[src/rtl/multicycle_control.sv]
// multicycle_control: multi-cycle control FSM for the RV64 subset datapath
// (add, sub, and, or, ld, sd, beq). Decodes the instruction register fields,
// sequences FETCH/DECODE/execute/writeback states and drives the per-cycle
// datapath strobes, including the ALU operation code and operand selects,
// plus a valid/ready handshake to a shared instruction/data memory.
//
// Optional feature: define MULTICYCLE_CONTROL_BNE_EN to also accept bne
// (opcode 1100011, funct3 001); otherwise that encoding traps.
//
// Ports:
//   clk, rst_n          clock (rising edge), synchronous active-low reset
//   opcode/funct3/funct7_5  instruction register fields
//   alu_zero            ALU result is zero (branch compare)
//   mem_ready           memory completed the current request
//   aluControl          ALU op: 0010 add, 0110 sub, 0000 and, 0001 or
//   alu_src_a/alu_src_b ALU operand selects
//   pc_write, pc_write_target  PC load from ALU result / ALUOut
//   ir_write, aluout_write     instruction register / ALUOut load enables
//   mem_req, mem_we, mem_addr_sel  memory request, direction, address source
//   reg_write, mem_to_reg      register-file write enable and source
//   illegal             sticky flag: undecodable instruction or memory timeout
//   state               current state encoding (debug)

module multicycle_control #(
    parameter int unsigned MEM_TIMEOUT = 255
) (
    input  logic       clk,
    input  logic       rst_n,
    input  logic [6:0] opcode,
    input  logic [2:0] funct3,
    input  logic       funct7_5,
    input  logic       alu_zero,
    input  logic       mem_ready,
    output logic [3:0] aluControl,
    output logic       alu_src_a,
    output logic [1:0] alu_src_b,
    output logic       pc_write,
    output logic       pc_write_target,
    output logic       ir_write,
    output logic       aluout_write,
    output logic       mem_req,
    output logic       mem_we,
    output logic       mem_addr_sel,
    output logic       reg_write,
    output logic       mem_to_reg,
    output logic       illegal,
    output logic [3:0] state
);

    localparam int unsigned CNT_W = (MEM_TIMEOUT < 2) ? 1 : $clog2(MEM_TIMEOUT + 1);

    localparam logic [6:0] OP_LOAD   = 7'b0000011;
    localparam logic [6:0] OP_STORE  = 7'b0100011;
    localparam logic [6:0] OP_RTYPE  = 7'b0110011;
    localparam logic [6:0] OP_BRANCH = 7'b1100011;

    localparam logic [3:0] ALU_ADD = 4'b0010;
    localparam logic [3:0] ALU_SUB = 4'b0110;
    localparam logic [3:0] ALU_AND = 4'b0000;
    localparam logic [3:0] ALU_OR  = 4'b0001;

    typedef enum logic [3:0] {
        S_FETCH    = 4'd0,
        S_DECODE   = 4'd1,
        S_MEM_ADDR = 4'd2,
        S_MEM_RD   = 4'd3,
        S_MEM_WB   = 4'd4,
        S_MEM_WR   = 4'd5,
        S_EXEC     = 4'd6,
        S_ALU_WB   = 4'd7,
        S_BRANCH   = 4'd8,
        S_TRAP     = 4'd15
    } state_t;

    state_t             state_q;
    state_t             state_next;
    logic [CNT_W-1:0]   wait_cnt;
    logic               illegal_q;

    logic               is_ld;
    logic               is_sd;
    logic               is_rtype;
    logic               is_branch;
    logic               mem_phase;
    logic               waiting;
    logic               timeout_hit;

    // Instruction class decode from the instruction register fields
    always_comb begin
        is_ld     = (opcode == OP_LOAD)  && (funct3 == 3'b011);
        is_sd     = (opcode == OP_STORE) && (funct3 == 3'b011);
        is_rtype  = (opcode == OP_RTYPE) &&
                    ((funct3 == 3'b000) || (funct3 == 3'b111) || (funct3 == 3'b110));
`ifdef MULTICYCLE_CONTROL_BNE_EN
        is_branch = (opcode == OP_BRANCH) && ((funct3 == 3'b000) || (funct3 == 3'b001));
`else
        is_branch = (opcode == OP_BRANCH) && (funct3 == 3'b000);
`endif
    end

    // States that hold a memory request open; only these count wait cycles
    always_comb begin
        mem_phase = (state_q == S_FETCH) || (state_q == S_MEM_RD) || (state_q == S_MEM_WR);
        waiting   = mem_phase && !mem_ready;
        // Trap at the end of the MEM_TIMEOUT-th consecutive wait cycle; a
        // mem_ready in that cycle means it is not a wait cycle, so no trap.
        timeout_hit = (MEM_TIMEOUT != 0) && waiting &&
                      (wait_cnt == CNT_W'(MEM_TIMEOUT - 1));
    end

    // State register
    always_ff @(posedge clk) begin
        if (!rst_n) begin
            state_q <= S_FETCH;
        end else begin
            state_q <= state_next;
        end
    end

    // Wait counter: counts stalled request cycles, clears on completion
    always_ff @(posedge clk) begin
        if (!rst_n) begin
            wait_cnt <= '0;
        end else if (!waiting) begin
            wait_cnt <= '0;
        end else if (MEM_TIMEOUT != 0) begin
            wait_cnt <= wait_cnt + CNT_W'(1);
        end
    end

    // Sticky illegal flag, set on entry to TRAP
    always_ff @(posedge clk) begin
        if (!rst_n) begin
            illegal_q <= 1'b0;
        end else if (state_next == S_TRAP) begin
            illegal_q <= 1'b1;
        end
    end

    // Next-state logic
    always_comb begin
        state_next = state_q;
        case (state_q)
            S_FETCH: begin
                if (mem_ready) begin
                    state_next = S_DECODE;
                end else if (timeout_hit) begin
                    state_next = S_TRAP;
                end
            end
            S_DECODE: begin
                if (is_ld || is_sd) begin
                    state_next = S_MEM_ADDR;
                end else if (is_rtype) begin
                    state_next = S_EXEC;
                end else if (is_branch) begin
                    state_next = S_BRANCH;
                end else begin
                    state_next = S_TRAP;
                end
            end
            S_MEM_ADDR: begin
                state_next = (opcode == OP_STORE) ? S_MEM_WR : S_MEM_RD;
            end
            S_MEM_RD: begin
                if (mem_ready) begin
                    state_next = S_MEM_WB;
                end else if (timeout_hit) begin
                    state_next = S_TRAP;
                end
            end
            S_MEM_WB: state_next = S_FETCH;
            S_MEM_WR: begin
                if (mem_ready) begin
                    state_next = S_FETCH;
                end else if (timeout_hit) begin
                    state_next = S_TRAP;
                end
            end
            S_EXEC:   state_next = S_ALU_WB;
            S_ALU_WB: state_next = S_FETCH;
            S_BRANCH: state_next = S_FETCH;
            S_TRAP:   state_next = S_TRAP;
            default:  state_next = S_TRAP;
        endcase
    end

    // Moore strobes decoded from state (plus mem_ready/alu_zero where needed)
    always_comb begin
        aluControl      = ALU_ADD;
        alu_src_a       = 1'b0;
        alu_src_b       = 2'b00;
        pc_write        = 1'b0;
        pc_write_target = 1'b0;
        ir_write        = 1'b0;
        aluout_write    = 1'b0;
        mem_req         = 1'b0;
        mem_we          = 1'b0;
        mem_addr_sel    = 1'b0;
        reg_write       = 1'b0;
        mem_to_reg      = 1'b0;
        case (state_q)
            S_FETCH: begin
                mem_req = 1'b1;
                if (mem_ready) begin
                    // Latch the instruction and advance PC by 4
                    ir_write  = 1'b1;
                    pc_write  = 1'b1;
                    alu_src_b = 2'b01;
                end
            end
            S_DECODE: begin
                // Precompute the branch target PC+imm into ALUOut
                alu_src_b    = 2'b10;
                aluout_write = 1'b1;
            end
            S_MEM_ADDR: begin
                alu_src_a    = 1'b1;
                alu_src_b    = 2'b10;
                aluout_write = 1'b1;
            end
            S_MEM_RD: begin
                mem_req      = 1'b1;
                mem_addr_sel = 1'b1;
            end
            S_MEM_WB: begin
                reg_write  = 1'b1;
                mem_to_reg = 1'b1;
            end
            S_MEM_WR: begin
                mem_req      = 1'b1;
                mem_we       = 1'b1;
                mem_addr_sel = 1'b1;
            end
            S_EXEC: begin
                alu_src_a    = 1'b1;
                aluout_write = 1'b1;
                case (funct3)
                    3'b000:  aluControl = funct7_5 ? ALU_SUB : ALU_ADD;
                    3'b111:  aluControl = ALU_AND;
                    3'b110:  aluControl = ALU_OR;
                    default: aluControl = ALU_ADD;
                endcase
            end
            S_ALU_WB: begin
                reg_write = 1'b1;
            end
            S_BRANCH: begin
                alu_src_a  = 1'b1;
                aluControl = ALU_SUB;
`ifdef MULTICYCLE_CONTROL_BNE_EN
                pc_write_target = (funct3 == 3'b001) ? !alu_zero : alu_zero;
`else
                pc_write_target = alu_zero;
`endif
            end
            default: begin
            end
        endcase
    end

    assign illegal = illegal_q;
    assign state   = state_q;

endmodule

[config.mk]
export PLATFORM = sky130hd
export DESIGN_NAME = multicycle_control
export DESIGN_NICKNAME = d
export VERILOG_FILES = /design/src/rtl/multicycle_control.sv
export SDC_FILE = /design/constraint.sdc
export NUM_CORES = 1
export LEC_CHECK = 0
export CORE_MARGIN = 3
export CORE_UTILIZATION = 44
export DETAILED_ROUTE_END_ITERATION = 16
export PLACE_DENSITY = 0.84
export SYNTH_ARGS = -nofsm -noshare
export SYNTH_HDL_FRONTEND = slang
export SYNTH_SLANG_ARGS = --single-unit
[constraint.sdc]
create_clock -name clk -period 1.97 [get_ports clk]
set_clock_uncertainty 0.1 [all_clocks]
set_input_delay 0.197 -clock clk [delete_from_list [all_inputs] [get_ports clk]]
set_output_delay 0.197 -clock clk [all_outputs]
set_load 0.005 [all_outputs]
==> impl_metrics.toml, run 1 <==
[logic_synthesis]
yosys.area.top_type = "dfxtp_1"
yosysMostFrequentCell = "nor2_1"
synth_fp_nets = 147
synthDominantCellAreaShare = 0.265
avgSynthCellArea_um2 = 7.56
synth_xor_xnor_area_share = 0.0713
yosys_warnings = 0
synth_top_family_by_area = "simple AND/OR/NAND/NOR gates"
synthAdderAreaFrac = 0.0255
synth_compound_area_frac = 0.167
synth.area.top_cells = "dfxtp_1 (26%), nor2_1 (8.8%), nand2_1 (5.7%)"
syn_area_um2 = 982
ys.flop_type = "dfxtp_1"
synthSimpleGateAreaFrac = 0.413
synth_common_cells = "nor2_1 (23), nand2_1 (15), dfxtp_1 (13)"
synth_edf_count = 0
yosysUniqueCellTypes = 37
synth-seq-cells = 13
synth_cells = 130
yosysSeqAreaShare = 0.265
synth-async-reset-ratio = 0
synthMuxAreaShare = 0

[die]
die_y_um = 53.2
die_width_um = 53.2
core_area_mm2 = 0.00204
start_util = 0.481
design.portCount = 36
rows = 16
die_area_mm2 = 0.00284

[setup_path]
r2r_end = "illegal$_SDFFE_PN0N_"
worst_ep_arrival_time_ns = 1.64
start_kind = "flop"
crit_type = "reg2out"
r2r_setup_slack_ns = 0.27
end_kind = "primary output"
r2r_start = "state[3]$_SDFF_PN0_"
critical_path_peak_fanout = 6
r2r_cells = 6
cp.required_ns = 1.67

[timing]
fin_crit_ns = 1.94
slew_violations = 0
post-route-period-util = 0.984
setup_viol = 0
relSlewSlack = 0.611
timing.fmax_mhz = 516
rsz0062_at_grt = "yes"
worst_slack_ns = 0.0322
hold_viol = 0
tightestPinTransition_ns = 0.577

[grt]
overflow = 0
grt_usage = 0.210
grt_max_degree = 16
grt_pass1_wl_um = 4490
grt_antenna_before_repair = 0
grt_pass1_vias = 1031

[placed_design]
portBuffers = 34
place_inst = 201
post-place-ws_ns = -0.204
place_area_mm2 = 0.00145
dp_hpwl_um = 2080
place.gp.congestion = 0.915

[route]
avgViaCountPerCell = 5.37
avgRoutedWirePerCell_um = 13.4
drt-total-wl_um = 2800
drcViolationCount = 0
first_pass_iters = 4
initialDrtViolationCount = 23
drtAntennaViolNets = 0
vias = 1117

[final_layout]
final_net_count = 199
final_layout_size_suffix_gt1_frac = 0.238
fin_cells = 208
insertedDiodeCount = 0
final_area_mm2 = 0.00156
syn2layout_area_growth_pct = 59.0

[clocking]
cts_tree = "yes"
htree_levels = 1
ctsHoldBuffers = 0
cts.clk_slew.worst_paths_ns = 0.08
clock_latency_ns = 0.27
clkSinkCount = 13
numCtsBuffers = 3
clk_root_buffer_cell = "clkbuf_4"
clockBufferDepth = 2

[pwr]
ir_worst_vdd_mv = 0.861
finalPower_w = 0.00188
p_leak_nw = 0.680
p_per_area_mw_per_mm2 = 1200

[min_path]
min_path_cells = 1
min_path_type = "reg2reg"
min-delay-start = "wait_cnt[0]$_SDFF_PN0_"
hold_end = "wait_cnt[0]$_SDFF_PN0_"

[outcome]
status = "finished clean"

[run]
drv_cap = 0
==> final cells by class <==
cell class	count	area, um2
multi-input cells	107	717
repair buffers	55	507
fillers	153	480
flip-flops and latches	13	270
well taps	27	33.8
clock buffers	4	26.3
inverters	2	7.51
==> sequential cells by signal (all words and copies together), names as in the netlist <==
register / cells
state: 4
wait_cnt: 8
illegal: 1
==> placed cells by master, fill, tap and decap left out, types with 3 or more instances in the layout <==
cell type         n
clkbuf_4          3
nand2_1          15
xor2_1            5
nand2b_1          3
buf_4            18
a21oi_1           6
clkdlybuf4s50_1  25
dlymetal6s2s_1    4
dlygate4sd2_1     5
dfxtp_1           9
o21ai_0           4
nor3_1            5
nor2_1           21
nand3_1           6
xnor2_1           3
==> routing by layer <==
layer	vias up	global-route usage	routed length (um)	part of all wire
met2	46	0.351	1380	0.49
met3	7	0.0254	200	0.072
met4	0	0.0596	36	0.013
met1	509	0.279	1170	0.42
met5	-	0	0	0
li1	555	-	-	-
==> worst max-delay path by stage <==
stage	from	end	slack (ns)	depth (start not counted)
after floorplan	state[1]$_SDFF_PN0_	illegal$_SDFFE_PN0N_	0.38	6
after global placement	funct3[1]	aluControl[2]	-0.18	5
after detailed placement	funct3[1]	aluControl[2]	-0.20	5
after CTS	state[3]$_SDFF_PN0_	aluControl[0]	-0.13	4
after global routing	state[0]$_SDFF_PN0_	pc_write	-0.005	4
final	state[1]$_SDFF_PN0_	alu_src_b[1]	0.03	4
==> report_power, final <==
group	switching [W]	internal, W
logic	0.000596	0.000721
clock network	0.0000816	0.0000784
registers	0.0000692	0.000332
total	0.000747	0.00113
==> logic make-up (layout without fill, tap and decap cells) <==
group	Yosys count	after routing
AO/OA/AOI/OAI	22	22
XOR/XNOR	8	8
adder cells (fa/ha/maj)	2	2
buffers and inverters	10	61
flip-flops	13	13
other	1	1
AND/OR/NAND/NOR	74	74
==> worst max-delay path: stages (launching register included) <==
cell             delay (ns)
dfxtp_4                0.37
and2b_2                0.25
nor2_1                 0.07
nor3_1                 0.15
clkdlybuf4s50_1        0.53
==> timing repair <==
item / in CTS / in global routing
pin swaps: 1 / 1
setup buffers: 0 / 3
gates resized for setup: 11 / 18
endpoints found under the setup margin: 13 / 10
==> through the flow <==
stage | hold slack [ns] | utilization | setup TNS [ns]
finish | 0.399 | 0.765 | 0
global route | 0.446 | 0.765 | -0.0158
CTS | 0.419 | 0.725 | -0.216
detailed placement | 0.390 | 0.708 | -0.294
global placement | 0.344 | 0.708 | -0.249
floorplan | 0.245 | - | 0
No activity file was read; power rests on OpenSTA's default activity.
==> run 2: changes to the inputs <==
--- a/config.mk
+++ b/config.mk
@@ -7,8 +7,11 @@
 export LEC_CHECK = 0
 export CORE_MARGIN = 3
 export CORE_UTILIZATION = 44
+export CTS_CLUSTER_SIZE = 24
 export DETAILED_ROUTE_END_ITERATION = 16
+export HOLD_SLACK_MARGIN = 0.06
 export PLACE_DENSITY = 0.84
+export SKIP_CTS_REPAIR_TIMING = 1
 export SYNTH_ARGS = -nofsm -noshare
 export SYNTH_HDL_FRONTEND = slang
 export SYNTH_SLANG_ARGS = --single-unit
==> impl_metrics.toml, run 2 (synthesis results as in run 1) <==
[outcome]
status = "complete, but fails checks"
violations = "negative setup slack"

[clocking]
clkSinkCount = 13
clockBufferDepth = 2
clock_latency_ns = 0.27
clk_root_buffer_cell = "clkbuf_4"
numCtsBuffers = 3
cts.clk_slew.worst_paths_ns = 0.08
cts_tree = "yes"
htree_levels = 1

[final_layout]
final_net_count = 198
nFillCells = 149
top_register = "wait_cnt"
seqCellArea_um2 = 269
final_layout_size_suffix_gt1_frac = 0.211
final_common_cell = "clkdlybuf4s50_1"
largest_reg_flops = 8
final_cell_mix = "clkdlybuf4s50_1 (24), nor2_1 (21), buf_4 (17), nand2_1 (15)"
finish.utilization = 0.762
syn2layout_area_growth_pct = 58.5
insertedDiodeCount = 0
multi_input_area_um2 = 693

[setup_path]
end_kind = "primary output"
cp.required_ns = 1.67
worst_ep_arrival_time_ns = 1.79
critPathSlowestCell = "clkdlybuf4s50_1"
start_kind = "flop"
slowest_delay_ns = 0.50
path_cells = "nand2b_1 -> or3_1 -> nor2_1 -> clkdlybuf4s50_1"
crit_type = "reg2out"
r2r_start = "state[2]$_SDFF_PN0_"
worstSetupStartpoint = "state[0]$_SDFF_PN0_"
critical_path_peak_fanout = 7

[die]
die_area_mm2 = 0.00284
die_width_um = 53.2
die_y_um = 53.2
core_area_mm2 = 0.00204
start_util = 0.481
design.portCount = 36
rows = 16

[route]
drtAntennaViolNets = 0
avgRoutedWirePerCell_um = 13.3
drcViolationCount = 0
drt-total-wl_um = 2750
vias = 1112
first_pass_iters = 4
avgViaCountPerCell = 5.37
initialDrtViolationCount = 30

[timing]
worst_slack_ns = -0.120
fin_crit_ns = 2.09
rsz0062_at_grt = "yes"
slew_violations = 0
hold_viol = 0
tightestPinTransition_ns = 0.598
setup_viol = 1
timing.setup.tns_ns = -0.120
relSlewSlack = 0.596
timing.fmax_mhz = 479
post-route-period-util = 1.06

[run]
drv_cap = 0

[placed_design]
place.gp.congestion = 0.915
portBuffers = 34
dp_hpwl_um = 2080
post-place-ws_ns = -0.204

[grt]
overflow = 0
grt_max_degree = 16
grt_pass1_wl_um = 4480
grt_pass1_vias = 1027
grt_usage = 0.209
grt_antenna_before_repair = 0

[pwr]
p_leak_nw = 0.727
p_per_area_mw_per_mm2 = 1190
ir_worst_vdd_mv = 0.848
finalPower_w = 0.00185

[min_path]
min_path_type = "reg2reg"
min-delay-start = "wait_cnt[0]$_SDFF_PN0_"
-- run 2: final timing paths --
kind,to,slack (ns),cells past startpoint
worst min-delay path,wait_cnt[0]$_SDFF_PN0_,0.40,1
worst max-delay path,aluControl[0],-0.12,4
worst max register to register,illegal$_SDFFE_PN0N_,0.31,6
worst min register to register,wait_cnt[0]$_SDFF_PN0_,0.40,1
-- run 2: per-stage QoR --
step | cells | hold WS, ns | area [um2]
2_1_floorplan | 130 | 0.245 | 982
3_3_place_gp | 201 | 0.344 | 1450
3_5_place_dp | 201 | 0.390 | 1450
4_1_cts | 205 | 0.419 | 1470
5_1_grt | 207 | 0.446 | 1560
6_report | 207 | 0.402 | 1560
-- run 2: worst max-delay path, delay by kind of cell (launching register included) --
family	cells	cell delay, ns
and+or+nand+nor	3	0.65
buffers and inverters	1	0.50
DFF	1	0.37
-- run 2: report_power, final --
part	internal [W]	switching [W]	leakage [nW]
clock	0.0000784	0.0000812	0.0150
combinational	0.000705	0.000586	0.604
sequential	0.000330	0.0000657	0.107
total	0.00111	0.000732	0.727
-- run 2: per-layer routing --
layer	GRT usage	routed length, um	up-vias
met4	0.0596	9	0
met2	0.349	1330	46
li1	-	-	555
met1	0.279	1220	509
met5	0	0	-
met3	0.0254	179	2
-- run 2: cell type report --
cell class | instances | area share
Multi-Input combinational cell | 107 | 0.445
Tap cell | 27 | 0.0217
Clock buffer | 4 | 0.0169
Timing Repair Buffer | 54 | 0.338
Sequential cell | 13 | 0.173
Inverter | 2 | 0.00482
==> run 3: changes to the inputs <==
==> constraint.sdc (replaced) <==
create_clock -name clk -period 2.2 [get_ports clk]
set_clock_uncertainty 0.1 [all_clocks]
set_input_delay 0.22 -clock clk [delete_from_list [all_inputs] [get_ports clk]]
set_output_delay 0.22 -clock clk [all_outputs]
set_load 0.005 [all_outputs]
==> impl_metrics.toml, run 3 (synthesis results as in run 1) <==
[final_layout]
final_area_mm2 = 0.00144
insertedDiodeCount = 0
finish.utilization = 0.705
largest_reg_flops = 8
final_net_count = 186
syn2layout_area_growth_pct = 46.5
fin_cells = 195
final_layout_size_suffix_gt1_frac = 0.143
final_cell_mix = "clkdlybuf4s50_1 (33), nor2_1 (22), nand2_1 (15), dfxtp_1 (9), buf_4 (8)"
nFillCells = 166
final_common_cell = "clkdlybuf4s50_1"
top_register = "wait_cnt"

[die]
design.portCount = 36
rows = 16
die_area_mm2 = 0.00284
die_y_um = 53.2
core_area_mm2 = 0.00204
die_width_um = 53.2
start_util = 0.481

[setup_path]
crit_cells = 6
worstSetupStartpoint = "funct3[2]"
path_cells = "clkdlybuf4s50_1 -> buf_4 -> nand2_1 -> or3_1 -> nor2_1 -> clkdlybuf4s50_1"
r2r_start = "state[2]$_SDFF_PN0_"
crit_top_cell = "clkdlybuf4s50_1"
critical_path_peak_fanout = 3
critPathSlowestCell = "clkdlybuf4s50_1"
cp.required_ns = 1.88
worst_ep_arrival_time_ns = 1.80
start_kind = "input port"
r2r_cells = 6
end_kind = "primary output"
crit_type = "in2out"
slowest_delay_ns = 0.50
r2r_setup_slack_ns = 0.42
critPathTopFamily = "buffers and inverters"
worstPathBufferInverterCount = 3

[route]
avgViaCountPerCell = 5.32
initialDrtViolationCount = 25
drt-total-wl_um = 2520
avgRoutedWirePerCell_um = 12.9
drtAntennaViolNets = 0
vias = 1038
first_pass_iters = 4
drcViolationCount = 0

[timing]
relSlewSlack = 0.623
hold_viol = 0
whs_ns = 0.377
rsz0062_at_grt = "no"
setup_viol = 0
timing.setup.tns_ns = 0
fin_crit_ns = 2.12
tightestPinTransition_ns = 0.559
slew_violations = 0
timing.fmax_mhz = 473
post-route-period-util = 0.962

[grt]
grt_max_degree = 15
grt_usage = 0.195
grt_pass1_vias = 939
overflow = 0
grt_antenna_before_repair = 0
grt_pass1_wl_um = 4160

[clocking]
numCtsBuffers = 3
clk_root_buffer_cell = "clkbuf_4"
cts.clk_slew.worst_paths_ns = 0.07
cts_tree = "yes"
clkSinkCount = 13
clockBufferDepth = 2
htree_levels = 1
clock_latency_ns = 0.27

[placed_design]
place_inst = 191
place_area_mm2 = 0.00137
place.gp.congestion = 0.880
dp_hpwl_um = 2040
portBuffers = 34

[pwr]
ir_worst_vdd_mv = 0.821
p_per_area_mw_per_mm2 = 1090
p_leak_nw = 0.554

[min_path]
min_path_cells = 1
min_path_type = "reg2reg"
min-delay-start = "wait_cnt[0]$_SDFF_PN0_"

[outcome]
status = "finished clean"

[run]
drv_cap = 0
[run 3: cell types whose count changed in the layout (fill, tap and decap cells not counted), moves of 3 or more]
cell and delta:
buf_4 -9, dlymetal6s2s_1 -9, clkdlybuf4s50_1 +9, buf_6 -3
[run 3: final timing paths]
kind,end
setup / recovery,aluControl[0]
hold / removal,wait_cnt[0]$_SDFF_PN0_
setup reg to reg,illegal$_SDFFE_PN0N_
hold reg to reg,wait_cnt[0]$_SDFF_PN0_
[run 3: final cells by class]
cell class | instances | area, um2 | area share
tap | 27 | 33.8 | 0.0235
inverter | 2 | 7.51 | 0.00522
timing repair buffer | 42 | 403 | 0.280
clock buffer | 4 | 26.3 | 0.0183
sequential | 13 | 270 | 0.188
multi-input combinational | 107 | 698 | 0.485
[run 3: stage by stage]
| step | setup WS (ns) | total power (W) |
|---|---|---|
| floorplan | 0.606 | 0.000910 |
| global placement | -0.00112 | 0.00133 |
| detailed placement | -0.00913 | 0.00135 |
| CTS | -0.0934 | 0.00150 |
| global route | 0.0156 | 0.00170 |
| finish | 0.0843 | 0.00156 |
[run 3: where the power goes]
group | switching (W) | internal, W
Clock | 0.0000715 | 0.0000702
Sequential | 0.0000912 | 0.000298
Combinational | 0.000459 | 0.000572
[run 3: per-layer routing]
layer  share of wire  GRT usage
met4               0     0.0383
met5               0          0
met3           0.053     0.0366
met2            0.48      0.329
met1            0.47      0.257
